===== config.mk =====
export PLATFORM = sky130hd
export DESIGN_NAME = debug_ram_dumper
export DESIGN_NICKNAME = d
export VERILOG_FILES = /design/src/rtl/dbg_pkg.sv /design/src/rtl/dump_skid_buf.sv /design/src/rtl/debug_ram_dumper.sv
export SDC_FILE = /design/constraint.sdc
export NUM_CORES = 1
export LEC_CHECK = 0
export CAP_MARGIN = 20
export CELL_PAD_IN_SITES_DETAIL_PLACEMENT = 0
export CELL_PAD_IN_SITES_GLOBAL_PLACEMENT = 1
export CORE_MARGIN = 3
export CORE_UTILIZATION = 42
export DETAILED_ROUTE_END_ITERATION = 6
export HOLD_SLACK_MARGIN = 0.15
export PLACE_DENSITY = 0.93
export SYNTH_ARGS = -nofsm -noshare
export SYNTH_HDL_FRONTEND = slang
export SYNTH_SLANG_ARGS = --single-unit
export TNS_END_PERCENT = 20

===== constraint.sdc =====
create_clock -name CPU_CLK -period 3.7 [get_ports CPU_CLK]
set_input_delay 0.925 -clock CPU_CLK [delete_from_list [all_inputs] [get_ports CPU_CLK]]
set_output_delay 0.925 -clock CPU_CLK [all_outputs]
set_load 0.03 [all_outputs]

===== src/rtl/dbg_pkg.sv =====
// Shared types and constants for the debug RAM dumper: FSM states, beat record,
// default RAM depth, word stride and the wrapping address step.
package dbg_pkg;

    localparam int          BRAM_WORDS_DEF = 4096;
    localparam logic [31:0] WORD_STRIDE    = 32'd4;

    typedef enum logic [1:0] {
        IDLE  = 2'd0,
        READ  = 2'd1,
        DRAIN = 2'd2
    } dump_state_t;

    typedef struct packed {
        logic [31:0] addr;
        logic [31:0] data;
        logic        last;
    } beat_t;

    // Next word address, wrapping at the end of the RAM byte span.
    function automatic logic [31:0] step_addr(input logic [31:0] addr, input logic [31:0] span);
        logic [31:0] nxt;
        nxt = addr + WORD_STRIDE;
        return (nxt >= span) ? (nxt - span) : nxt;
    endfunction

endpackage


===== src/rtl/dump_skid_buf.sv =====
// Two-entry address+data FIFO with a bypass path: when empty, an arriving beat is
// presented downstream in the same cycle and only stored if it is not taken.
module dump_skid_buf
    import dbg_pkg::*;
(
    input  logic       clk,
    input  logic       rst_n,
    input  logic       in_valid,
    input  beat_t      in_beat,
    input  logic       out_ready,
    output logic       out_valid,
    output beat_t      out_beat,
    output logic [1:0] count
);

    beat_t mem [2];
    logic  rd_ptr;
    logic  wr_ptr;
    logic  push;
    logic  pop;

    assign pop       = (count != 2'd0) && out_ready;
    assign push      = in_valid && !((count == 2'd0) && out_ready);
    assign out_valid = (count != 2'd0) || in_valid;

    // Idle outputs read as zero rather than echoing the RAM bus.
    always_comb begin
        out_beat = '0;
        if (count != 2'd0) begin
            out_beat = mem[rd_ptr];
        end else if (in_valid) begin
            out_beat = in_beat;
        end
    end

    always_ff @(posedge clk or negedge rst_n) begin
        if (!rst_n) begin
            mem[0] <= '0;
            mem[1] <= '0;
            rd_ptr <= 1'b0;
            wr_ptr <= 1'b0;
            count  <= 2'd0;
        end else begin
            if (push) begin
                mem[wr_ptr] <= in_beat;
                wr_ptr      <= ~wr_ptr;
            end
            if (pop) begin
                rd_ptr <= ~rd_ptr;
            end
            case ({push, pop})
                2'b10:   count <= count + 2'd1;
                2'b01:   count <= count - 2'd1;
                default: count <= count;
            endcase
        end
    end

endmodule


===== src/rtl/debug_ram_dumper.sv =====
// Streams a window of a 32-bit RAM out of its debug port as a valid/ready beat stream.
// Optional DUMP_CHECKSUM_EN adds a CHECKSUM port with the running sum of accepted data.
module debug_ram_dumper
    import dbg_pkg::*;
#(
    parameter int BRAM_WORDS = BRAM_WORDS_DEF,
    parameter int CNT_W      = 13
) (
    input  logic             CPU_CLK,
    input  logic             CPU_RST_N,
    input  logic             START,
    input  logic [31:0]      BASE_ADDR,
    input  logic [CNT_W-1:0] WORD_CNT,
    output logic             BUSY,
    output logic             DONE,
    output logic [31:0]      DBG_A2,
    output logic [3:0]       DBG_WE2,
    input  logic [31:0]      DBG_RD2,
    output logic             OUT_VALID,
    input  logic             OUT_READY,
    output logic [31:0]      OUT_ADDR,
    output logic [31:0]      OUT_DATA,
    output logic             OUT_LAST
`ifdef DUMP_CHECKSUM_EN
    ,
    output logic [31:0]      CHECKSUM
`endif
);

    localparam logic [CNT_W-1:0] MAX_CNT = CNT_W'(BRAM_WORDS);
    localparam logic [31:0]      SPAN    = 32'(BRAM_WORDS * 4);

    dump_state_t      state;
    dump_state_t      state_nx;
    logic [CNT_W-1:0] remain;
    logic [CNT_W-1:0] cnt_clamped;
    logic [31:0]      base_aligned;
    logic             inflight;
    logic [31:0]      rd_addr;
    logic             rd_last;
    logic [1:0]       buf_count;
    logic             start_ok;
    logic             start_zero;
    logic             issue;
    logic             accept;
    beat_t            rd_beat;
    beat_t            out_beat;

    assign DBG_WE2      = 4'b0000;
    assign BUSY         = (state != IDLE);
    assign base_aligned = BASE_ADDR & ~32'h3;
    assign cnt_clamped  = (WORD_CNT > MAX_CNT) ? MAX_CNT : WORD_CNT;
    assign start_ok     = START && (state == IDLE) && (WORD_CNT != '0);
    assign start_zero   = START && (state == IDLE) && (WORD_CNT == '0);

    // Buffered plus in-flight words must stay below two so every returning read has a slot.
    assign issue  = (state == READ) &&
                    ((buf_count == 2'd0) || ((buf_count == 2'd1) && !inflight));
    assign accept = OUT_VALID && OUT_READY;

    always_comb begin
        state_nx = state;
        case (state)
            IDLE:    if (start_ok) state_nx = READ;
            READ:    if (issue && (remain == CNT_W'(1))) state_nx = DRAIN;
            DRAIN:   if (accept && OUT_LAST) state_nx = IDLE;
            default: state_nx = IDLE;
        endcase
    end

    always_ff @(posedge CPU_CLK or negedge CPU_RST_N) begin
        if (!CPU_RST_N) begin
            state    <= IDLE;
            remain   <= '0;
            DBG_A2   <= '0;
            inflight <= 1'b0;
            rd_addr  <= '0;
            rd_last  <= 1'b0;
            DONE     <= 1'b0;
        end else begin
            state    <= state_nx;
            DONE     <= start_zero || (accept && OUT_LAST);
            inflight <= issue;
            if (issue) begin
                rd_addr <= DBG_A2;
                rd_last <= (remain == CNT_W'(1));
            end
            if (start_ok) begin
                DBG_A2 <= base_aligned;
                remain <= cnt_clamped;
            end else if (issue) begin
                DBG_A2 <= step_addr(DBG_A2, SPAN);
                remain <= remain - CNT_W'(1);
            end
        end
    end

    // RAM data lands one cycle after issue; tag it with the address and last flag it was read for.
    assign rd_beat = '{addr: rd_addr, data: DBG_RD2, last: rd_last};

    dump_skid_buf u_skid (
        .clk       (CPU_CLK),
        .rst_n     (CPU_RST_N),
        .in_valid  (inflight),
        .in_beat   (rd_beat),
        .out_ready (OUT_READY),
        .out_valid (OUT_VALID),
        .out_beat  (out_beat),
        .count     (buf_count)
    );

    assign OUT_ADDR = out_beat.addr;
    assign OUT_DATA = out_beat.data;
    assign OUT_LAST = out_beat.last;

`ifdef DUMP_CHECKSUM_EN
    always_ff @(posedge CPU_CLK or negedge CPU_RST_N) begin
        if (!CPU_RST_N) begin
            CHECKSUM <= '0;
        end else if (start_ok || start_zero) begin
            CHECKSUM <= '0;
        end else if (accept) begin
            CHECKSUM <= CHECKSUM + OUT_DATA;
        end
    end
`endif

endmodule


# ---- After elaboration in Yosys (flattened, before gate mapping)
# Cells that the tools add are included.
# W data, S select, Z words.
dict set report classes {
  addsub 5
  multipliers 0
  div_mod_pow 0
  order_cmp 5
  eq_ne 9
  shift 0
  muxes 19
  n_bitwise 4
  reduce_logical 26
}
# operator n
set ops {}
lappend ops {{$mux W65} 6}
lappend ops {{$bwmux W130} 1}
lappend ops {{$mux W32} 3}
lappend ops {{$demux W65 S1} 1}
lappend ops {{$mux W13} 3}
lappend ops {{$add A32 B3 Y32 const B} 1}
lappend ops {{$ge A32 B15 Y1 const B} 1}
lappend ops {{$sub A32 B15 Y32 const B} 1}
lappend ops {{$eq A13 B1 Y1 const B} 1}
lappend ops {{$gt A13 B13 Y1 const B} 1}
lappend ops {{$logic_not A13 Y1} 1}
lappend ops {{$reduce_bool A13 Y1} 1}
lappend ops {{$sub A13 B1 Y13 const B} 1}
lappend ops {{$logic_and A1 B1 Y1} 12}
lappend ops {{$reduce_bool A2 Y1} 4}
lappend ops {{$eq A2 B1 Y1 const B} 3}
lappend ops {{$mux W2} 3}
lappend ops {{$pmux W2 S3} 1}
lappend ops {{$eq A2 B2 Y1 const B} 2}
lappend ops {{$ge A2 B2 Y1 const B} 2}
lappend ops {{$logic_not A2 Y1} 2}
lappend ops {{$ne A2 B2 Y1 const B} 2}
lappend ops {{$not A1 Y2} 2}
lappend ops {{$pmux W2 S2} 1}
lappend ops {{other kinds (8)} 12}
dict set report totals {
  regBits 216
  latchBits 0
  ramBits 0
  romBits 0
  output_inout_bits 104
  elab_cells 84
  memories 0
}

# ---- Depth between registers and ports, before layout
dict set report logic_depth {
  word_depth 8
  ltp_mapped 16
  depth_no_buf 14
}

# ---- Modules after synthesis
# From an unflattened synthesis, not the netlist that was laid out.
dict set report unflattened {
  hier_cells 1112
  hier_area_um2 11705.0
}
# module instances cells_per_inst area_per_inst_um2 seq_area_each_um2
set by_module_without_submodules {}
lappend by_module_without_submodules {dump_skid_buf 1 518 6879.1 3353.2}
lappend by_module_without_submodules {debug_ram_dumper 1 594 4825.9 1951.9}

# ---- Worst setup path before layout
# OpenSTA, ideal clock, no wires.
dict set report synth_path {
  kind {register -> register}
  start {register DBG_A2[5]}
  end {register DBG_A2[19]}
  setup_ps 126
  arrival_ps 3445
  t_required_ps 3574
  setup_slack_ps 129
  path_stages_with_launch 17
  synth_period_minus_slack_ps 3571
  cell_sequence {dfrtp_1 > buf_2 > nand4_4 > buf_6 > nor3_1 > nand3_1 > xor2_1 > inv_1 > ha_1 > nand3_1 > nor3_1 > a211oi_4 > and3_1 > buf_4 > o2111ai_1 > a31o_1 > a221o_1}
}
dict set report synth_via {
  elab_chain_len 5
  elab_cells_between_ends 6
  classes_between {2 x add/sub; 1 x order compare; 3 x mux}
}
# element line
set synth_rtl {}
lappend synth_rtl {{start: declaration} debug_ram_dumper.sv:16} ;# output logic [31:0] DBG_A2,
lappend synth_rtl {{start signal: assignment} debug_ram_dumper.sv:89} ;# DBG_A2 <= base_aligned;
lappend synth_rtl {{start signal: assignment} debug_ram_dumper.sv:92} ;# DBG_A2 <= step_addr(DBG_A2, SPAN);
lappend synth_rtl {{$add A32 B3 Y32 *} dbg_pkg.sv:23} ;# nxt = addr + WORD_STRIDE;
lappend synth_rtl {{$sub A32 B15 Y32 / $ge A32 B15 Y1 (equally long branches)} dbg_pkg.sv:24} ;# return (nxt >= span) ? (nxt - span) : nxt;
lappend synth_rtl {{$mux W32 *} dbg_pkg.sv:24}
lappend synth_rtl {{$mux W32 *} debug_ram_dumper.sv:91} ;# end else if (issue) begin
lappend synth_rtl {{$mux W32 *} debug_ram_dumper.sv:88} ;# if (start_ok) begin
# Mark *: on every way between the ends. The rest lies on a longest branch, timed or not. The select of a mux whose other input is x is not followed.
# A chain may end at the register's enable or synchronous reset.

# ---- Worst setup path in the final report
dict set report layout_path {
  start {register u_skid.count[0]}
  end {output OUT_ADDR[19]}
}
dict set report layout_via {
  elab_chain_len 2
}
# element line
set layout_rtl {}
lappend layout_rtl {{start: declaration} dump_skid_buf.sv:13} ;# output logic [1:0] count
lappend layout_rtl {{start signal: assignment} dump_skid_buf.sv:52} ;# 2'b10: count <= count + 2'd1;
lappend layout_rtl {{start signal: assignment} dump_skid_buf.sv:53} ;# 2'b01: count <= count - 2'd1;
lappend layout_rtl {{start signal: assignment} dump_skid_buf.sv:54} ;# default: count <= count;
lappend layout_rtl {{$reduce_bool A2 Y1} dump_skid_buf.sv:29} ;# if (count != 2'd0) begin
lappend layout_rtl {{$mux W65} dump_skid_buf.sv:29}
lappend layout_rtl {{end: declaration} debug_ram_dumper.sv:21} ;# output logic [31:0] OUT_ADDR,
# No other way between the ends.

==> results.txt <==
----------------------------------------------------
[Setup path]
  Cells traversed along the worst timing path ... inv_1, ha_2, and2_2, nand2_1, o21ai_0, clkdlybuf4s50_1
  Arrival time worst endpoint ... between 2000 and 3000 ps
  R2R depth ... 11
  Maximum single-stage delay on the critical path ... roughly 750 ps
  Highest net fanout along the worst path ... 13
  Critical Path Source ... u_skid.count[0]
  Worst EP required ... ~2800 ps
  Worst reg-to-reg setup slack ... just under 300 ps
  Type of the setup path with the least slack ... reg2out
  Kind of launch point of the worst setup path ... flip-flop
  Endpoint kind of the worst setup timing path ... output pin
  FF-to-FF Start ... DBG_A2[12]
  Crit Reg-Reg Endpoint ... DBG_A2[19]
  Crit path capture ... OUT_ADDR[19]
  Crit-path slowest cell ... sky130_fd_sc_hd__clkdlybuf4s50_1

[Cells and area]
  Number of fillers in the final layout ... around 2200
  # nets final ... between 1000 and 1500
  Antenna cells ... 0
  Area Overhead vs Synth ... 28.84%
  Fraction of final layout cells sized beyond drive strength 1 ... around 22%

[Power]
  Power per unit of standard cell area ... 915.9 mW/mm2
  Total Power Consumption ... 12.78 mW
  Maximum resistive drop on vdd ... approximately 580 uV
  Leakage dissipation ... ~6.2 nW

[GRT]
  Total grt overflow ... 0
  Via count of the first global-routing pass ... between 8000 and 9000
  Largest net degree at the start of global routing ... 69
  Total routing usage reported by global routing ... approximately a fifth
  Antenna violations before repair ... 0
  Global-route wire length before repair ... approximately 45000 um

[Clocking]
  Clock root cell ... sky130_fd_sc_hd__clkbuf_16
  Clock-pin slew on the worst setup and hold paths ... about 60 ps
  Source-to-sink clock delay at the later pin of the worst-skew pair ... just over 500 ps
  CTS tree ... yes
  Number of H-tree levels ... 1
  Largest buffer count on any clock path ... 3
  Total clock buffers created by CTS ... 24
  Number of clock sinks ... about 210

[Yosys]
  Syn Area/Cell ... between 10 and 15 um2
  Synth warnings ... 0
  Synthesized flop and latch total ... roughly 210
  Most area-consuming cells after synthesis ... sky130_fd_sc_hd__dfrtp_1 48%, sky130_fd_sc_hd__mux2_2 13%, sky130_fd_sc_hd__nand2_1 6.9%, sky130_fd_sc_hd__mux2i_1 6.2%, sky130_fd_sc_hd__o21ai_0 4.4%
  Share of the yosys chip area belonging to registers ... between 40% and 50%
  Post-Syn Area ... ~0.011 mm2
  Cell variety after synth ... between 50 and 60
  Area leader, netlist ... sky130_fd_sc_hd__dfrtp_1
  Top_reg_cell synth ... sky130_fd_sc_hd__dfrtp_1
  Fraction of registers with async set/reset ... 100.0%
  Share of the synthesized area in the top cell type ... between 40% and 50%
  Number of enable flip-flop cells after synthesis ... 0
  Mapped Cells ... 1067

[Timing]
  Setup-failing EPs final ... 0
  Unrepaired setup endpoints after global routing ... false
  Fraction of the cycle the final worst path needs ... 92.82%
  Upper clock frequency limit ... 291.2 MHz
  Worst Skew ... between 7 and 8 ps
  Final setup slack of the worst path ... around 270 ps
  Worst Max-Slew Pin Slew ... a little under 700 ps
  Final Hold Violating Endpoints ... 0
  Slew Viols, Final ... 0
  Worst slew slack as a fraction of its limit ... between 50% and 60%
  Setup_tns ... 0 ps
  Minimum clock period ... about 3400 ps

[Floorplan]
  Vertical extent of the die ... about 170 um
  Starting density of the core ... between 40 and 50%
  Row Count ... 58
  Ports placed on the boundary ... approximately 190
  Die Area ... roughly 0.028 mm2
  Core Area ... between 0.02 and 0.03 mm2
  Die Span X ... around 170 um

[Place]
  HPWL after detailed placement ... 19260 um
  Post-placement worst setup slack ... approximately 270 ps
  Placer Congestion ... slightly below 0.9
  Number of port buffers ... between 150 and 200

[Route]
  Total length of routed wires ... roughly 28000 um
  Mean number of vias per cell ... ~5.5
  Detailed-route wire length per cell ... 17.82 um
  Met1 wire length ... approximately 13000 um
  Detailed router's first-iteration violation count ... just under 600
  Remaining antenna violation count ... 0
  Overall via count from detail_route ... 8688
  Post-route DRC violation count ... 0
  DR WL met3 ... 1572 um
  Met2 routed WL ... approximately 13000 um
  Highest metal layer with signal wires ... met4
  Detailed Routing Iterations Pass 1 ... 5

[Worst hold path]
  Worst min path class ... in2async

[Outcome]
  Run status ... completed

[Job]
  Count of max-cap constraint violations ... 0

----------------------------------------------------
sequential cells by signal, indices dropped and copies added (netlist names):
register	count
u_skid.mem	126
rd_addr	30
DBG_A2	30
remain	13
state	2
u_skid.rd_ptr	1
inflight	1
rd_last	1
u_skid.wr_ptr	1
DONE	1
u_skid.count	2
critical path: cells and delay by family, from the launching register on:
kind | cells | cell delay, ps
buffers and inverters | 2 | 820
and+or+nand+nor | 2 | 450
DFF | 1 | 400
adders and majority gates | 1 | 170
AOI/OAI and AO/OA | 1 | 170
where the power goes:
group / total [mW] / internal, mW / switching (mW)
logic: 6.58 / 2.81 / 3.76
clock network: 2.39 / 1.47 / 0.919
registers: 3.81 / 3.13 / 0.688
total: 12.8 / 7.41 / 5.37
cells in the final DEF, fill, tap and decap left out, drive strengths merged, types with 3 or more instances in the layout:
master | synthesis | layout
xnor2 | 21 | 21
a31o | 3 | 3
ha | 8 | 8
and2 | 13 | 13
a21oi | 17 | 17
nand2 | 198 | 198
o21ai | 96 | 96
clkdlybuf4s50 | 0 | 122
or3 | 6 | 6
a31oi | 3 | 3
clkinv | 0 | 4
conb | 1 | 8
buf | 25 | 95
inv | 14 | 14
mux2 | 126 | 126
o211ai | 5 | 5
xor2 | 12 | 12
a22oi | 15 | 15
nor4 | 13 | 13
nand3 | 35 | 35
nor2 | 28 | 28
o31ai | 3 | 3
nand3b | 7 | 7
and3 | 14 | 14
dfrtp | 208 | 208
o311ai | 6 | 6
mux2i | 67 | 67
nor3 | 22 | 22
clkbuf | 54 | 37
a221o | 9 | 9
a211oi | 6 | 6
nand4 | 10 | 10
Yosys cell counts (10+ instances only):
| library cell | count |
|---|---|
| sky130_fd_sc_hd__mux2i_1 | 67 |
| sky130_fd_sc_hd__nor3_1 | 20 |
| sky130_fd_sc_hd__clkbuf_1 | 54 |
| sky130_fd_sc_hd__and3_1 | 14 |
| sky130_fd_sc_hd__nand3_1 | 35 |
| sky130_fd_sc_hd__and2_1 | 11 |
| sky130_fd_sc_hd__o21ai_0 | 96 |
| sky130_fd_sc_hd__a22oi_1 | 15 |
| sky130_fd_sc_hd__nor2_1 | 28 |
| sky130_fd_sc_hd__inv_1 | 14 |
| sky130_fd_sc_hd__xor2_1 | 12 |
| sky130_fd_sc_hd__a21oi_1 | 17 |
| sky130_fd_sc_hd__xnor2_1 | 21 |
| sky130_fd_sc_hd__dfrtp_1 | 208 |
| sky130_fd_sc_hd__nor4_1 | 10 |
| sky130_fd_sc_hd__mux2_2 | 126 |
| sky130_fd_sc_hd__nand2_1 | 198 |
what timing repair did:
action                     in CTS  in global routing
hold buffers                    0                  0
gates resized for setup         0                  3
setup buffers                   0                  0
setup endpoints to repair       0                  4
logic make-up (layout without fill, tap and decap cells):
logic type	count (synthesis)	count (layout)	share of synthesized area (%)
mux	193	193	19.29
other cells	1	8	0.03462
xor+xnor	33	33	2.668
flops	208	208	48.05
fa+ha+maj	8	8	0.9241
simple gates	356	356	15.32
compound gates	175	175	10.03
buf+inv	93	275	3.685
stage by stage:
step / cell area, um2 / util (%) / std cells / hold slack [ps]
final: 13960 / 55.26 / 1586 / 417.3
after global routing: 13960 / 55.26 / 1586 / 445.9
after CTS: 13950 / 55.23 / 1586 / 427.1
after detailed placement: 13140 / 52.03 / 1543 / 483.5
after global placement: 13140 / 52.03 / 1543 / 468.3
after floorplan: 10860 / - / 1074 / 449.8
per-layer routing:
layer	vias up	track usage (%)
met2	260	31.53
li1	4092	-
met5	-	0
met4	0	4.125
met3	40	3.086
met1	4296	28.01
worst min path at each step:
stage | start | endpoint | cells past startpoint
finish | CPU_RST_N | DBG_A2[26] | 1
global route | CPU_RST_N | DBG_A2[26] | 1
detailed placement | u_skid.count[1] | u_skid.count[1] | 2
floorplan | u_skid.count[1] | u_skid.count[1] | 2
CTS | CPU_RST_N | DBG_A2[23] | 1
global placement | u_skid.count[1] | u_skid.count[1] | 2
cell type report:
type                    instances  area, um2  area share [%]
flip-flops and latches        208       5211           37.34
inverters                      14      52.55          0.3765
repair buffers                218       2186           15.66
multi-input cells             773       5285           37.87
well taps                     330      412.9           2.959
clock inverters                 7      91.34          0.6545
clock buffers                  36      716.9           5.137
No activity file was read; power rests on OpenSTA's default activity.
